## config.mk

```make
export PLATFORM = sky130hd
export DESIGN_NAME = matriz_scan_ctrl
export DESIGN_NICKNAME = d
export VERILOG_FILES = /design/src/rtl/matriz_scan_ctrl.sv
export SDC_FILE = /design/constraint.sdc
export NUM_CORES = 1
export LEC_CHECK = 0
export ABC_AREA = 0
export CAP_MARGIN = 15
export CORE_MARGIN = 1.5
export CORE_UTILIZATION = 44
export CTS_CLUSTER_SIZE = 20
export DETAILED_ROUTE_END_ITERATION = 8
export PLACE_DENSITY = 0.67
export SLEW_MARGIN = 10
export SYNTH_ARGS = -nofsm -noshare
export SYNTH_HDL_FRONTEND = slang
export SYNTH_SLANG_ARGS = --single-unit
```

## constraint.sdc

```tcl
create_clock -name clk -period 3.79 [get_ports clk]
set_input_delay 0.758 -clock clk [delete_from_list [all_inputs] [get_ports clk]]
set_output_delay 0.758 -clock clk [all_outputs]
set_load 0.05 [all_outputs]
```

## src/rtl/matriz_scan_ctrl.sv

```systemverilog
// Row-multiplexed scan controller for the 7x5 irrigation status matrix.
// Ports: clk, rst_n | nivel, irrig_on, irrig_mode, blank -> row_sel, lin, col, img_idx, frame_start
module matriz_scan_ctrl #(
  parameter int ROW_DIV    = 5000,
  parameter int DEAD       = 2,
  parameter int ALT_FRAMES = 60
) (
  input  logic       clk,
  input  logic       rst_n,
  input  logic [1:0] nivel,
  input  logic       irrig_on,
  input  logic       irrig_mode,
  input  logic       blank,
  output logic [2:0] row_sel,
  output logic [6:0] lin,
  output logic [4:0] col,
  output logic [2:0] img_idx,
  output logic       frame_start
);

  localparam int PW = (ROW_DIV > 1) ? $clog2(ROW_DIV) : 1;
  localparam int AW = (ALT_FRAMES > 1) ? $clog2(ALT_FRAMES) : 1;
  localparam logic [PW-1:0] PRESC_LAST = PW'(ROW_DIV - 1);
  localparam logic [PW-1:0] DEAD_P     = PW'(DEAD);
  localparam logic [AW-1:0] ALT_LAST   = AW'(ALT_FRAMES - 1);

  typedef enum logic [1:0] {
    SHOW_LEVEL,
    SHOW_IRRIG,
    SHOW_ALT_LVL
  } state_t;

  logic [PW-1:0] presc;
  logic [2:0]    row;
  logic [2:0]    img_q, img_d;
  state_t        state_q, state_d;
  logic [AW-1:0] alt_q, alt_d;

  logic       row_end;
  logic       frame_end;
  logic       dark;
  logic [2:0] lvl_img;
  logic [2:0] irr_img;

  assign row_end   = (presc == PRESC_LAST);
  assign frame_end = row_end && (row == 3'd6);
  assign lvl_img   = {1'b0, nivel};
  assign irr_img   = {2'b10, irrig_mode};

  // Level images light the bottom rows fully; fuller tank = more rows.
  function automatic logic [4:0] rom(input logic [2:0] img,
                                     input logic [2:0] r);
    logic [4:0] v;
    v = 5'b00000;
    case (img)
      3'd0, 3'd1, 3'd2, 3'd3: begin
        v = (r >= (3'd6 - {img[1:0], 1'b0})) ? 5'b11111 : 5'b10001;
      end
      3'd4: begin
        case (r)
          3'd1:    v = 5'b00100;
          3'd2:    v = 5'b10101;
          3'd3:    v = 5'b01010;
          3'd4:    v = 5'b00100;
          3'd5:    v = 5'b00100;
          3'd6:    v = 5'b11111;
          default: v = 5'b00000;
        endcase
      end
      3'd5: begin
        case (r)
          3'd1:    v = 5'b00100;
          3'd2:    v = 5'b00100;
          3'd3:    v = 5'b01110;
          3'd4:    v = 5'b11111;
          3'd5:    v = 5'b01110;
          3'd6:    v = 5'b00100;
          default: v = 5'b00000;
        endcase
      end
      default: v = 5'b00000;
    endcase
    return v;
  endfunction

  always_ff @(posedge clk or negedge rst_n) begin
    if (!rst_n) begin
      presc   <= '0;
      row     <= 3'd0;
      img_q   <= 3'd0;
      state_q <= SHOW_LEVEL;
      alt_q   <= '0;
    end else begin
      presc <= row_end ? '0 : presc + 1'b1;
      if (row_end) begin
        row <= (row == 3'd6) ? 3'd0 : row + 3'd1;
      end
      // Image only changes between frames so a frame is never torn.
      if (frame_end) begin
        state_q <= state_d;
        img_q   <= img_d;
        alt_q   <= alt_d;
      end
    end
  end

  always_comb begin
    state_d = state_q;
    img_d   = img_q;
    alt_d   = alt_q;
    case (state_q)
      SHOW_LEVEL: begin
        alt_d = '0;
        if (irrig_on) begin
          state_d = SHOW_IRRIG;
          img_d   = irr_img;
        end else begin
          img_d = lvl_img;
        end
      end
      SHOW_IRRIG: begin
        if (!irrig_on) begin
          state_d = SHOW_LEVEL;
          img_d   = lvl_img;
          alt_d   = '0;
        end else if (alt_q == ALT_LAST) begin
          state_d = SHOW_ALT_LVL;
          img_d   = lvl_img;
          alt_d   = '0;
        end else begin
          img_d = irr_img;
          alt_d = alt_q + 1'b1;
        end
      end
      SHOW_ALT_LVL: begin
        if (!irrig_on) begin
          state_d = SHOW_LEVEL;
          img_d   = lvl_img;
          alt_d   = '0;
        end else if (alt_q == ALT_LAST) begin
          state_d = SHOW_IRRIG;
          img_d   = irr_img;
          alt_d   = '0;
        end else begin
          img_d = lvl_img;
          alt_d = alt_q + 1'b1;
        end
      end
      default: begin
        state_d = SHOW_LEVEL;
        img_d   = lvl_img;
        alt_d   = '0;
      end
    endcase
  end

  // Blank the first DEAD cycles of every row so the demux settles.
  assign dark = blank || (presc < DEAD_P);

  always_comb begin
    lin = 7'h7F;
    col = 5'b00000;
    unique case (1'b1)
      dark: begin
        lin = 7'h7F;
        col = 5'b00000;
      end
      default: begin
        lin = ~(7'd1 << row);
        col = rom(img_q, row);
      end
    endcase
  end

  assign row_sel     = row;
  assign img_idx     = img_q;
  assign frame_start = frame_end;

endmodule

```

==> impl_metrics.json <==
{
  "nets": 233,
  "max_freq_mhz": 295,
  "vias_per_cell": 5.66,
  "final_cells": 264,
  "clock_latency_ns": 0.27,
  "ctsResizeCount": 0,
  "whs_ns": 0.460,
  "fin_skew_ns": 0.00501,
  "ys_seq_area_share_pct": 37.8,
  "powerDensity_nw_per_um2": 231,
  "grt_antenna_before_repair": 0,
  "dp_slack_ns": 0.436,
  "synth-seq-cells": 27,
  "wl_per_cell_um": 14.2,
  "synthArstFlopShare_pct": 100,
  "ant_nets": 0,
  "ys_warn_count": 0,
  "maxCapViolCount": 0,
  "ir_worst_vdd_mv": 0.162,
  "drc": 0,
  "grt_overflow_total": 0,
  "fin_tns_setup_ns": 0,
  "min_from": "presc[0]$_DFF_PN0_",
  "critPathArrivalTime_ns": 2.63,
  "synth_area_um2": 1790,
  "cp-startpoint": "row_sel[1]$_DFFE_PN0N_",
  "cts_root_buf": "clkbuf_8",
  "path_clk_slew_ns": 0.09,
  "syn_avg_cell_area_um2": 9.13,
  "post-place-cells": 260,
  "area_delta_synth_final_pct": 16.8,
  "max_slew_margin_pct": 66.6,
  "core.rowCount": 22,
  "start_kind": "flop",
  "synth_edf_count": 0,
  "portBuffers": 25,
  "hold_class": "flop to flop",
  "cts_sinks": 27,
  "required_ns": 3.03,
  "dp_hpwl_um": 2870,
  "vias": 1493,
  "gp_congestion": 0.892,
  "min_period_ns": 3.39,
  "finalSetupViolCount": 0,
  "critPathKind": "flop to output port",
  "tightestPinTransition_ns": 0.499,
  "cp_max_fo": 12,
  "clockBufferDepth": 2,
  "antenna_cells": 0,
  "timing.rr.start": "row_sel[0]$_DFFE_PN0N_",
  "grt_max_degree": 28,
  "synth_ff_type": "dfrtp_1",
  "hold_buffers": 0,
  "hold_viol": 0,
  "cts_made_buffers": 3,
  "grt_use_total_pct": 19.4,
  "pin_count": 26,
  "drive_gt1_share_pct": 6.48,
  "grt_setup_unrepaired": "no",
  "post_cts_buffers": 0,
  "cts_htree_levels": 1,
  "p_leak_nw": 0.880,
  "core_region_area_um2": 3770,
  "dieArea_um2": 4460,
  "first_global_vias": 1440,
  "wirelength_um": 3750,
  "finalMaxSlewViolations": 0,
  "die_y_um": 66.8,
  "worst_slack_ns": 0.404,
  "total_power_mw": 0.482,
  "die_x_um": 66.8,
  "post-route-period-util_pct": 89.3,
  "status": "complete, no violations",
  "syn_inst": 196,
  "syn_nets": 212,
  "grt_pass1_wl_um": 6580,
  "drt_iter0_drc": 29,
  "synth.distinct_cells": 52,
  "crit_path_end_kind": "output port",
  "start_util_pct": 47.4,
  "drtPass1Iterations": 4,
  "cts_tree": "done"
}
-- kinds of logic after synthesis --
group,share of synthesized area [%]
adders and majority gates,6.29
and+or+nand+nor,26.9
xor gates and xnor gates,4.90
AOI/OAI and AO/OA,14.8
DFF,37.8
muxes,2.94
buffers and inverters,6.43
-- layer usage --
| metal | vias up | global-route usage (%) | part of all wire, % |
|---|---|---|---|
| li1 | 737 | - | - |
| met1 | 709 | 25.9 | 46 |
| met2 | 39 | 31.8 | 47 |
| met3 | 8 | 3.55 | 4.6 |
| met4 | 0 | 6.12 | 1.7 |
| met5 | - | 0 | 0 |
-- cell usage in the layout (no fill, tap or decap), types with 2 or more instances in the layout --
| master | count |
|---|---|
| nor3_1 | 2 |
| nor2b_1 | 3 |
| nand2b_1 | 2 |
| and3_1 | 3 |
| mux2_1 | 2 |
| o21ai_1 | 5 |
| nand4_1 | 7 |
| a21oi_1 | 13 |
| nand3_1 | 9 |
| ha_1 | 9 |
| mux2i_1 | 3 |
| clkdlybuf4s50_1 | 25 |
| and3b_1 | 2 |
| a21boi_0 | 2 |
| dfrtp_1 | 27 |
| inv_2 | 2 |
| and4_1 | 3 |
| xnor2_1 | 3 |
| nor2_1 | 17 |
| and2_1 | 5 |
| clkbuf_8 | 3 |
| buf_4 | 2 |
| xor2_1 | 7 |
| nand2_1 | 15 |
| a211o_1 | 3 |
| o2bb2ai_1 | 3 |
| inv_1 | 9 |
| a41oi_1 | 3 |
| o21ai_0 | 4 |
-- synth_stat cells (all sizes together), types with 2 or more instances --
master	number	area, um2
a211o	3	26.3
a21boi	2	15.0
a21oi	14	73.8
a41oi	3	26.3
and2	5	31.3
and3	3	18.8
and3b	2	17.5
and4	3	26.3
buf	8	58.8
clkbuf	3	11.3
dfrtp	27	676
ha	9	113
inv	11	41.3
mux2	2	22.5
mux2i	3	30.0
nand2	16	62.6
nand2b	2	12.5
nand3	9	45.0
nand4	8	56.3
nor2	17	63.8
nor2b	3	18.8
nor3	3	26.3
nor4	2	27.5
o21ai	9	45.0
o2bb2ai	3	26.3
xnor2	3	26.3
xor2	7	61.3
-- critical path, cell delays in order, from the launching register on --
cell and delay [ns]:
dfrtp_1 0.56, inv_2 0.11, ha_1 0.29, nand2b_1 0.04, a21boi_0 0.18, o21ai_0 0.13, a21oi_1 0.21, clkdlybuf4s50_1 0.84
-- layout make-up --
type | instances | area (um2)
fillers | 327 | 1680
clock buffers | 4 | 45.0
well taps | 48 | 60.1
flip-flops and latches | 27 | 676
repair buffers | 27 | 265
inverters | 12 | 45.0
multi-input cells | 146 | 998
-- power breakdown --
| part | leakage, nW | switching (mW) | internal (mW) |
|---|---|---|---|
| combinational | 0.494 | 0.0177 | 0.0112 |
| sequential | 0.363 | 0 | 0.288 |
| clock | 0.0228 | 0.0899 | 0.0753 |
-- through the flow --
step | util (%) | instance area, um2
2_1_floorplan | - | 1790
3_3_place_gp | 54.2 | 2040
3_5_place_dp | 54.2 | 2040
4_1_cts | 55.4 | 2090
5_1_grt | 55.4 | 2090
6_report | 55.4 | 2090
-- sequential cells by signal (all words and copies together), names as in the netlist --
| signal | cells |
|---|---|
| img_idx | 3 |
| presc | 13 |
| state_q | 2 |
| row_sel | 3 |
| alt_q | 6 |
-- path summary, 6_finish.rpt --
path / endpoint / slack [ns] / cells past startpoint
min in group asynchronous: presc[0]$_DFF_PN0_ / 0.85 / 2
setup / recovery: col[3] / 0.40 / 7
hold reg to reg: presc[0]$_DFF_PN0_ / 0.46 / 1
hold / removal: presc[0]$_DFF_PN0_ / 0.46 / 1
setup reg to reg: state_q[0]$_DFFE_PN0P_ / 1.71 / 4
max in group asynchronous: alt_q[4]$_DFFE_PN0N_ / 2.67 / 2
No activity file was read; power rests on OpenSTA's default activity.
==> RTL change 1: new RTL, same flow settings <==
Reset style: synchronous (`rst_n`), changed in one clocked block.
--- a/src/rtl/matriz_scan_ctrl.sv
+++ b/src/rtl/matriz_scan_ctrl.sv
@@ -85,3 +85,3 @@
 
-  always_ff @(posedge clk or negedge rst_n) begin
+  always_ff @(posedge clk) begin
     if (!rst_n) begin
Formal check against the unedited RTL: differs if rst_n is asserted again (counterexample within 4 cycles, from zero or initial values and one cycle with rst_n low); with rst_n held inactive, the same outputs for 10 cycles.
==> RTL change 1 against the unedited design <==
- via count down 7.4%
- worst setup slack worse by 53 ps
- routed wire length down 16%
- synthesized area down 6.6%
- total power up 2.8%
- die area down 6.4%
- global-route usage down 3.1 points
- combinational power up 50%
- sequential cell count unchanged
- worst hold slack worse by 2.2 ps
- final area down 5.3%
- critical path type unchanged
==> RTL change 1: results (changes against the unedited design) <==
number of global-route vias before repair 1,282 (was 1,440); count of fill cells added during filler insertion 362 (was 327); xor/xnor cell area share of the yosys netlist 0.0472 (was 0.0490); post-synthesis mux area share 0.0180 (was 0.0294); top flip-flop cell by instance count after synthesis sky130_fd_sc_hd__dfxtp_1 (was sky130_fd_sc_hd__dfrtp_1); number of nets in the synthesized netlist 221 (was 212); Adder-Cell Fraction of Synth Area 0.0674 (was 0.0629); data arrival at the endpoint of the critical path 2680 ps (was 2630 ps); critical hold path startpoint presc[0] (unchanged); complex-gate fraction of the synthesized area 0.165 (was 0.148); largest cells by area after synthesis sky130_fd_sc_hd__dfxtp_1 (32%), sky130_fd_sc_hd__ha_1 (6.7%), sky130_fd_sc_hd__nand2_1 (5.6%), sky130_fd_sc_hd__nor2_1 (5.2%), sky130_fd_sc_hd__nand3_1 (3.3%) (was sky130_fd_sc_hd__dfrtp_1 (38%), sky130_fd_sc_hd__ha_1 (6.3%), sky130_fd_sc_hd__a21oi_1 (3.6%), sky130_fd_sc_hd__nor2_1 (3.6%), sky130_fd_sc_hd__xor2_1 (3.4%)); FFs w/ async S/R, synth 0 (was 1.00); maximum number of pins on one net before global-route repair 25 (was 28); CP Max Fanout 10 (was 12); largest stage delay on the critical path 800 ps (was 840 ps); total global routing track utilization 0.163 (was 0.194); count of vias placed by the detailed router 1,383 (was 1,493); Starting DRT DRC Count 82 (was 29); first element of the critical path presc[1] (was row_sel[1]); area occupied by multi-input gates 0.00104 mm^2 (was 998 um^2); nets@finish 242 (was 233); share of the yosys chip area belonging to registers 0.324 (was 0.378); run status completed (unchanged); fraction of final layout cells with drive strength greater than 1 0.0622 (was 0.0648); most numerous cell types in the synthesized netlist sky130_fd_sc_hd__dfxtp_1 (27), sky130_fd_sc_hd__nand2_1 (25), sky130_fd_sc_hd__nor2_1 (23), sky130_fd_sc_hd__nand3_1 (11) (was sky130_fd_sc_hd__dfrtp_1 (27), sky130_fd_sc_hd__nor2_1 (17), sky130_fd_sc_hd__nand2_1 (15), sky130_fd_sc_hd__a21oi_1 (13)); Final Wtd Congestion 0.824 (was 0.892); Netlist cell types 49 (was 52); HPWL Detailed 2370 um (was 2870 um)
-- RTL change 1: cell count changes in the layout (fill, tap and decap cells not counted), moves of 3 or more --
cell                        delta
sky130_fd_sc_hd__dfxtp_1      +27
sky130_fd_sc_hd__o21ai_1       -4
sky130_fd_sc_hd__a21oi_1       -5
sky130_fd_sc_hd__nor2_1        +6
sky130_fd_sc_hd__o2bb2ai_1     -3
sky130_fd_sc_hd__and4_1        -3
sky130_fd_sc_hd__o21ai_0       +5
sky130_fd_sc_hd__nand4_1       -4
sky130_fd_sc_hd__o21a_1        +3
sky130_fd_sc_hd__dfrtp_1      -27
sky130_fd_sc_hd__nand2_1      +10
sky130_fd_sc_hd__nor2b_1       +4
sky130_fd_sc_hd__a21boi_0      +3
-- RTL change 1: final cells by class --
type                    instances  area share
multi-input cells             159       0.525
flip-flops and latches         27       0.273
repair buffers                 25       0.127
well taps                      48      0.0304
inverters                      10      0.0215
clock buffers                   3      0.0209
clock inverters                 1     0.00253
-- RTL change 1: critical path, delay by kind of cell (launching register included) --
| family | cells | cell delay (ps) |
|---|---|---|
| buf+inv | 2 | 940 |
| simple gates | 3 | 820 |
| flops | 1 | 380 |
| fa+ha+maj | 1 | 240 |
-- RTL change 1: kinds of logic after synthesis --
group | count (synthesis)
AO/OA/AOI/OAI | 39
flip-flops | 27
adder cells (fa/ha/maj) | 9
buffers and inverters | 19
multiplexers | 3
AND/OR/NAND/NOR | 99
XOR/XNOR | 9
-- RTL change 1: path summary, 6_finish.rpt --
path              cells after the start           to
hold reg to reg                       1     presc[0]
setup / recovery                      6  frame_start
hold / removal                        1     presc[0]
setup reg to reg                      7     alt_q[2]
-- RTL change 1: power by group --
group          total, mW  internal [mW]  switching, mW
Clock              0.163         0.0736         0.0897
Sequential         0.289          0.286        0.00291
Combinational     0.0431         0.0180         0.0251
Total              0.495          0.378          0.118
-- RTL change 1: routing by layer --
metal	routed length (um)	track usage	vias to the layer above
li1	-	-	759
met1	1610	0.222	606
met2	1440	0.262	16
met3	67	0.0365	2
met4	18	0.0399	0
met5	0	0	-
-- RTL change 1: metrics by stage --
| stage | cells | utilization | worst slack, ps |
|---|---|---|---|
| after floorplan | 205 | - | 672 |
| after global placement | 269 | 0.528 | 368 |
| after detailed placement | 269 | 0.528 | 331 |
| after CTS | 273 | 0.540 | 318 |
| after global routing | 273 | 0.540 | 199 |
| final | 273 | 0.540 | 351 |
==> RTL change 2: new RTL, same settings <==
Without the edit above. Set the parameter `ROW_DIV` to 2500 (it was 5000).
--- a/src/rtl/matriz_scan_ctrl.sv
+++ b/src/rtl/matriz_scan_ctrl.sv
@@ -3,3 +3,3 @@
 module matriz_scan_ctrl #(
-  parameter int ROW_DIV    = 5000,
+  parameter int ROW_DIV    = 2500,
   parameter int DEAD       = 2,
Function: no difference found for any inputs over 10 cycles, from zero or initial values and one cycle with rst_n low; that may be too few to reach the edited logic, so the function may still have changed.
==> RTL change 2 against the unedited design <==
- core utilization increased by 2.2 points
- first-iteration DRC count rose to 3.3 times the old value
- routed wire length is 5.2% lower
- register-to-register slack lost 20 ps
- sequential cell count down 1
- worst setup slack lost 220 ps
- total power increased by 6.0%
- synthesized area down 8.7%
- sequential power shrank 3%
- final area fell by 5.1%
- critical path type unchanged
- highest routed layer unchanged
==> RTL change 2: results (changes against the unedited design) <==
maximum number of pins on one net before global-route repair 27 (was 28); initial antenna violation count 0 (unchanged); share of the yosys chip area belonging to registers 0.398 (was 0.378); run status completed (unchanged); count of vias placed by the detailed router 1,425 (was 1,493); met2 routed wirelength 1740 um (was 1770 um); total global routing track utilization 0.191 (was 0.194); worst ir drop on vdd 125 uV (was 162 uV); largest stage delay on the critical path 800 ps (was 840 ps); Cell Count Post-Placement 255 (was 260); largest cells by area after synthesis sky130_fd_sc_hd__dfrtp_1 (40%), sky130_fd_sc_hd__ha_1 (6.9%), sky130_fd_sc_hd__nand3_1 (5.2%), sky130_fd_sc_hd__nand2_1 (5.1%), sky130_fd_sc_hd__nor2_1 (3.9%) (was sky130_fd_sc_hd__dfrtp_1 (38%), sky130_fd_sc_hd__ha_1 (6.3%), sky130_fd_sc_hd__a21oi_1 (3.6%), sky130_fd_sc_hd__nor2_1 (3.6%), sky130_fd_sc_hd__xor2_1 (3.4%)); per-instance average area after synthesis 8.74 um^2 (was 9.13 um^2); global-route wire length before repair 6160 um (was 6580 um); met1 wire length 1600 um (was 1740 um); HPWL Detailed 2670 um (was 2870 um); type of the most critical hold path flop to flop (unchanged); top flop regs presc x12, alt_q x6 (was presc x13, alt_q x6); Final Wtd Congestion 0.772 (was 0.892); standby leakage power 0.835 nW (was 0.880 nW); CP Max Fanout 7 (was 12); setup clock skew after layout 4.93 ps (was 5.01 ps); first element of the critical path presc[10] (was row_sel[1]); critical hold path startpoint presc[9] (was presc[0]); via/cell ratio 5.50 (was 5.66); count of fill cells added during filler insertion 319 (was 327); met3 layer wire length in the routed design 136 um (was 172 um); clock latency on the worst-skew pair 280 ps; number of nets in the synthesized netlist 203 (was 212); fraction of final layout cells with drive strength greater than 1 0.0986 (was 0.0648); Starting DRT DRC Count 97 (was 29); RR Startpoint presc[10] (was row_sel[0])
## RTL change 2: final timing paths
kind | end | slack [ps] | depth (start not counted)
worst max-delay path | lin[5] | 190 | 7
worst min-delay path | presc[9] | 500 | 1
worst max register to register | alt_q[4] | 1690 | 6
worst min register to register | presc[9] | 500 | 1
max in group asynchronous | alt_q[4] | 2710 | 2
min in group asynchronous | presc[4] | 840 | 2
## RTL change 2: kinds of logic after synthesis
logic type                 after synthesis  share of synthesized area
and+or+nand+nor                         85                      0.267
AOI/OAI and AO/OA                       39                      0.160
DFF                                     26                      0.398
buffers and inverters                   17                     0.0452
xor gates and xnor gates                10                     0.0536
adders and majority gates                9                     0.0689
muxes                                    1                    0.00689
## RTL change 2: cell type report
cell class	count	area share
multi-input combinational	144	0.459
tap	46	0.0290
inverter	10	0.0189
timing repair buffer	29	0.138
sequential	26	0.328
clock buffer	4	0.0278
## RTL change 2: routing by layer
metal / global-route usage / vias up
met5: 0 / -
met4: 0.0897 / 0
met3: 0.0211 / 7
met2: 0.313 / 35
met1: 0.251 / 679
li1: - / 704
## RTL change 2: stage by stage
stage,cell area [um^2],util,hold slack [ps],setup slack (ps)
after detailed placement,1930,0.560,490,480
after global routing,1980,0.576,527,46.6
final,1980,0.576,502,188
after global placement,1930,0.560,474,530
after floorplan,1630,-,455,185
after CTS,1980,0.576,506,176
## RTL change 2: where the power goes
group	switching [mW]	total, mW	internal, mW
logic	0.0299	0.0474	0.0175
registers	0.000850	0.279	0.278
clock network	0.0919	0.185	0.0931
total	0.123	0.511	0.388
